**src/rtl/dbg_pkg.sv**
```systemverilog
// Shared definitions for the CPU debug read arbiter: FSM encoding, port widths,
// and a helper that sizes requester index fields.
package dbg_pkg;

    localparam int REG_AW = 5;
    localparam int MEM_AW = 14;
    localparam int DW     = 32;

    typedef enum logic [1:0] {
        ST_IDLE = 2'd0,
        ST_WAIT = 2'd1,
        ST_RESP = 2'd2
    } state_e;

    // Index width for n requesters; never below one bit.
    function automatic int idx_w(input int n);
        return (n <= 1) ? 1 : $clog2(n);
    endfunction

endpackage

```
**src/rtl/dbg_read_arbiter_rr_pick.sv**
```systemverilog
// Combinational round-robin picker: first asserted request at or after ptr_i,
// wrapping modulo NREQ. Reports the winner as both one-hot and index.
module rr_pick
    import dbg_pkg::*;
#(
    parameter  int NREQ = 3,
    localparam int IW   = idx_w(NREQ)
) (
    input  logic [NREQ-1:0] req_i,
    input  logic [IW-1:0]   ptr_i,
    output logic [NREQ-1:0] gnt_o,
    output logic [IW-1:0]   idx_o,
    output logic            any_o
);

    always_comb begin
        int cand;
        // NOTE: every output gets a default before the loop so no path infers a latch.
        gnt_o = '0;
        idx_o = '0;
        any_o = 1'b0;
        cand  = 0;
        for (int k = 0; k < NREQ; k++) begin
            cand = int'(ptr_i) + k;
            if (cand >= NREQ) cand = cand - NREQ;
            if (!any_o && req_i[cand]) begin
                any_o       = 1'b1;
                gnt_o[cand] = 1'b1;
                idx_o       = IW'(cand);
            end
        end
    end

endmodule

```
**src/rtl/dbg_read_arbiter.sv**
```systemverilog
// Shares the CPU's single debug read path (register port + memory port) between
// NREQ requesters: round-robin, one access in flight, fixed RD_LAT read latency.
module dbg_read_arbiter
    import dbg_pkg::*;
#(
    parameter int                NREQ        = 3,
    parameter int                RD_LAT      = 2,
    parameter logic [REG_AW-1:0] DEF_REGADDR = 5'd10
) (
    input  logic                   clk50m,
    input  logic                   rst,
    input  logic [NREQ-1:0]        req,
    input  logic [NREQ-1:0]        req_sel,
    input  logic [NREQ*MEM_AW-1:0] req_addr,
    output logic [NREQ-1:0]        gnt,
    output logic [NREQ-1:0]        rvalid,
    output logic [DW-1:0]          rdata,
    output logic                   busy,
    output logic [REG_AW-1:0]      cpu_regaddr,
    output logic [MEM_AW-1:0]      cpu_memaddr,
    input  logic [DW-1:0]          cpu_regdata,
    input  logic [DW-1:0]          cpu_memdata
);

    localparam int IW = idx_w(NREQ);
    localparam int CW = 4;

    state_e            state_q,   state_d;
    logic [CW-1:0]     cnt_q,     cnt_d;
    logic [IW-1:0]     ptr_q,     ptr_d;
    logic [IW-1:0]     win_q,     win_d;
    logic [NREQ-1:0]   win_oh_q,  win_oh_d;
    logic              sel_q,     sel_d;
    logic [REG_AW-1:0] regaddr_q, regaddr_d;
    logic [MEM_AW-1:0] memaddr_q, memaddr_d;
    logic [DW-1:0]     rdata_q,   rdata_d;

    logic [NREQ-1:0]   pick_oh;
    logic [IW-1:0]     pick_idx;
    logic              pick_any;

    rr_pick #(.NREQ(NREQ)) u_pick (
        .req_i (req),
        .ptr_i (ptr_q),
        .gnt_o (pick_oh),
        .idx_o (pick_idx),
        .any_o (pick_any)
    );

    always_ff @(posedge clk50m) begin
        // NOTE: non-blocking so every register updates from the same pre-edge values.
        if (!rst) begin
            state_q   <= ST_IDLE;
            cnt_q     <= '0;
            ptr_q     <= '0;
            win_q     <= '0;
            win_oh_q  <= '0;
            sel_q     <= 1'b0;
            regaddr_q <= DEF_REGADDR;
            memaddr_q <= '0;
            rdata_q   <= '0;
        end else begin
            state_q   <= state_d;
            cnt_q     <= cnt_d;
            ptr_q     <= ptr_d;
            win_q     <= win_d;
            win_oh_q  <= win_oh_d;
            sel_q     <= sel_d;
            regaddr_q <= regaddr_d;
            memaddr_q <= memaddr_d;
            rdata_q   <= rdata_d;
        end
    end

    always_comb begin
        state_d   = state_q;
        cnt_d     = cnt_q;
        ptr_d     = ptr_q;
        win_d     = win_q;
        win_oh_d  = win_oh_q;
        sel_d     = sel_q;
        regaddr_d = regaddr_q;
        memaddr_d = memaddr_q;
        rdata_d   = rdata_q;
        case (state_q)
            ST_IDLE: begin
                if (pick_any) begin
                    win_d    = pick_idx;
                    win_oh_d = pick_oh;
                    sel_d    = req_sel[pick_idx];
                    // Only the targeted CPU port moves; the other keeps its last address.
                    if (req_sel[pick_idx])
                        memaddr_d = req_addr[pick_idx*MEM_AW +: MEM_AW];
                    else
                        regaddr_d = req_addr[pick_idx*MEM_AW +: REG_AW];
                    cnt_d   = '0;
                    state_d = ST_WAIT;
                end
            end
            ST_WAIT: begin
                if (cnt_q == CW'(RD_LAT - 1)) begin
                    rdata_d = sel_q ? cpu_memdata : cpu_regdata;
                    ptr_d   = (int'(win_q) == NREQ - 1) ? '0 : win_q + 1'b1;
                    state_d = ST_RESP;
                end else begin
                    cnt_d = cnt_q + 1'b1;
                end
            end
            ST_RESP: state_d = ST_IDLE;
            default: state_d = ST_IDLE;
        endcase
    end

    always_comb begin
        gnt    = '0;
        rvalid = '0;
        busy   = (state_q != ST_IDLE);
        if (state_q == ST_WAIT && cnt_q == '0) gnt = win_oh_q;
        if (state_q == ST_RESP) rvalid = win_oh_q;
    end

    assign rdata       = rdata_q;
    assign cpu_regaddr = regaddr_q;
    assign cpu_memaddr = memaddr_q;

endmodule

```
**config.mk**
```make
export PLATFORM = sky130hd
export DESIGN_NAME = dbg_read_arbiter
export DESIGN_NICKNAME = d
export VERILOG_FILES = /design/src/rtl/dbg_pkg.sv /design/src/rtl/dbg_read_arbiter_rr_pick.sv /design/src/rtl/dbg_read_arbiter.sv
export SDC_FILE = /design/constraint.sdc
export NUM_CORES = 1
export LEC_CHECK = 0
export CORE_MARGIN = 5
export CORE_UTILIZATION = 41
export CTS_CLUSTER_SIZE = 8
export DETAILED_ROUTE_END_ITERATION = 6
export PLACE_DENSITY_LB_ADDON = 0.1
export SLEW_MARGIN = 15
export SYNTH_ARGS = -nofsm -noshare
export SYNTH_HDL_FRONTEND = slang
export SYNTH_SLANG_ARGS = --single-unit
export TNS_END_PERCENT = 30
```
**constraint.sdc**
```tcl
create_clock -name clk50m -period 2.8 [get_ports clk50m]
set_input_delay 0.56 -clock clk50m [delete_from_list [all_inputs] [get_ports clk50m]]
set_output_delay 0.56 -clock clk50m [all_outputs]
set_load 0.005 [all_outputs]
```
==> impl_metrics.ini <==
[synthesis]
syn_area_mm2 = 0.00358
syn_inst = 386
synth_warnings = 0
synth-seq-cells = 65
syn_nets = 507
synthDistinctLibCells = 47
synth.avg_cell_area_um2 = 9.28
ys_seq_area_frac = 0.363
synth_top_area_frac = 0.363
yosysTopAreaCell = dfxtp_1
synth_top_cells_by_area = dfxtp_1, mux2i_1, o211a_1, nand2_1, o21ai_0

[routing]
routed_wl_um = 10000
ant_nets = 0
avgViaCountPerCell = 5.14
drcViolationCount = 0
first_pass_iters = 4
drt_iter0_drc = 60
dr_total_vias = 3416
wire_per_inst_um = 15.1

[worst_setup_path]
worstSetupPathType = reg -> out
crit_arrival_ps = 2060
worstPathMaxFanout = 6
start_kind = flop
crit_required_ps = 2240
ff2ff_path_depth = 9
reg2reg_to = cpu_memaddr[13]
critPathCaptureType = output pin
r2r_start = ptr_q[0]
r2r_slack_ps = 280

[run]
cap_violations = 0

[clock_tree]
cts.sinks = 65
root_buffer = clkbuf_8
cts-resized-gates = 0
htreeDepth = 3
hold_buffers = 0
cts_made_buffers = 9
clk_pin_slew_ps = 70
cts_tree = built
clock_insertion_delay_worst_skew_ps = 340
cts_max_path_buffers = 2
cts_setup_buffers = 0

[die]
dieArea_mm2 = 0.0107
die_h_um = 103
num_io_pins = 172
start_util = 0.415
dieWidth_um = 103
rows = 34
core_mm2 = 0.00864

[sta]
worstMarginPinSlew_ps = 988
slew_violations = 0
finalSetupTns_ps = 0
finClkSkew_ps = 10.5
rsz0062_at_grt = no
relSlewSlack = 0.341
min_period_over_period = 0.934
period_needed_ps = 2620
max_clock_freq_mhz = 382
finalHoldViolations = 0
setup_viol_count_final = 0

[global_routing]
grt_max_degree = 66
grt_pass1_vias = 3352
antenna_found_initial = 0
grt_pass1_wl_um = 15700
grt_overflow = 0
grtUsageTotal = 0.186

[final_layout]
drive_gt1_frac = 0.0719
layout_commonest_cell = clkdlybuf4s50_1
most-common-layout-cells = clkdlybuf4s50_1, mux2i_1, nand2_1
area_growth_pct = 55.1
antenna_cells = 0
nets = 672
stdcell_count = 664

[hold_path]
whs_path_depth = 2
hold_start = cpu_memaddr[4]
min_delay_worst_endpoint = cpu_memaddr[4]
hold_path_class = reg -> reg

[power_and_ir_drop]
vdd_drop_max_mv = 0.275
leakage_nw = 2.56
power_density_mw_per_mm2 = 449

[outcome]
status = finished clean

[placed_design]
port_buffers = 171
post-dp-hpwl_um = 7680
gp_congestion = 0.820
dp.cells = 648
-- worst max-delay path, stage by stage (launching register included) --
cell and delay (ps):
dfxtp_1 340, nand2b_1 170, nor3_1 470, and3_1 250, clkdlybuf4s50_1 500
-- synthesized netlist by cell type (all sizes together) --
cell type,count
nand3b,4
or2b,1
nand2,68
o2bb2ai,1
clkbuf,14
and2,4
o211a,33
o221a,1
ha,7
mux2i,68
nand4,2
dfxtp,65
a21boi,4
o21a,2
nand2b,1
and3b,1
a21oi,8
xnor2,1
buf,13
a2111o,2
nor3,2
nor2,12
a32o,1
o32ai,2
dlygate4sd1,1
inv,9
o31a,2
a211o,1
o31ai,1
nand4b,2
o21ai,24
a21o,15
nand3,3
and3,4
xor2,2
nor2b,5
-- worst max path at each step --
stage	from	end	slack, ps
after detailed placement	req[1]	cpu_memaddr[13]	50
after global routing	state_q[1]	gnt[1]	50
after global placement	req[2]	cpu_regaddr[4]	130
after CTS	state_q[1]	gnt[1]	180
after floorplan	ptr_q[1]	cpu_memaddr[10]	610
final	state_q[1]	gnt[1]	180
-- state kept, by name, summed over array words and instances, names as in the netlist --
signal,count
cnt_q,4
cpu_memaddr,14
cpu_regaddr,5
ptr_q,2
rdata,32
sel_q,1
state_q,2
win_oh_q,3
win_q,2
-- logic make-up after synthesis --
logic type,count (synthesis),share of synthesized area
DFF,65,0.363
buffers and inverters,37,0.0513
adders and majority gates,7,0.0244
xor gates and xnor gates,3,0.00733
and+or+nand+nor,109,0.140
muxes,68,0.191
AOI/OAI and AO/OA,97,0.222
-- power breakdown --
group | leakage [nW] | switching [mW] | internal (mW)
Combinational | 1.94 | 0.267 | 0.439
Sequential | 0.530 | 0.0750 | 1.00
Clock | 0.0932 | 0.347 | 0.366
Total | 2.56 | 0.690 | 1.81
-- layout make-up --
cell class | count | area [um^2]
Clock inverter | 3 | 15.0
Multi-Input combinational cell | 284 | 2100
Clock buffer | 13 | 159
Sequential cell | 65 | 1300
Fill cell | 749 | 3080
Tap cell | 108 | 135
Timing Repair Buffer | 182 | 1810
Inverter | 9 | 33.8
-- stage by stage --
step | total power [mW] | setup WS, ps | util | instance area [um^2] | hold WS, ps
floorplan | 1.43 | 611 | - | 3580 | 450
global placement | 1.80 | 134 | 0.624 | 5390 | 446
detailed placement | 1.81 | 46.7 | 0.624 | 5390 | 455
CTS | 2.53 | 180 | 0.644 | 5560 | 464
global route | 2.64 | 50.7 | 0.644 | 5560 | 490
finish | 2.50 | 184 | 0.644 | 5560 | 459
-- routing by layer --
| layer | vias to the layer above | track usage | wire, um |
|---|---|---|---|
| met1 | 1580 | 0.225 | 4090 |
| met3 | 22 | 0.0758 | 826 |
| met4 | 0 | 0.0717 | 230 |
| met5 | - | 0 | 0 |
| met2 | 105 | 0.295 | 4870 |
| li1 | 1709 | - | - |
No activity file was read; power rests on OpenSTA's default activity.
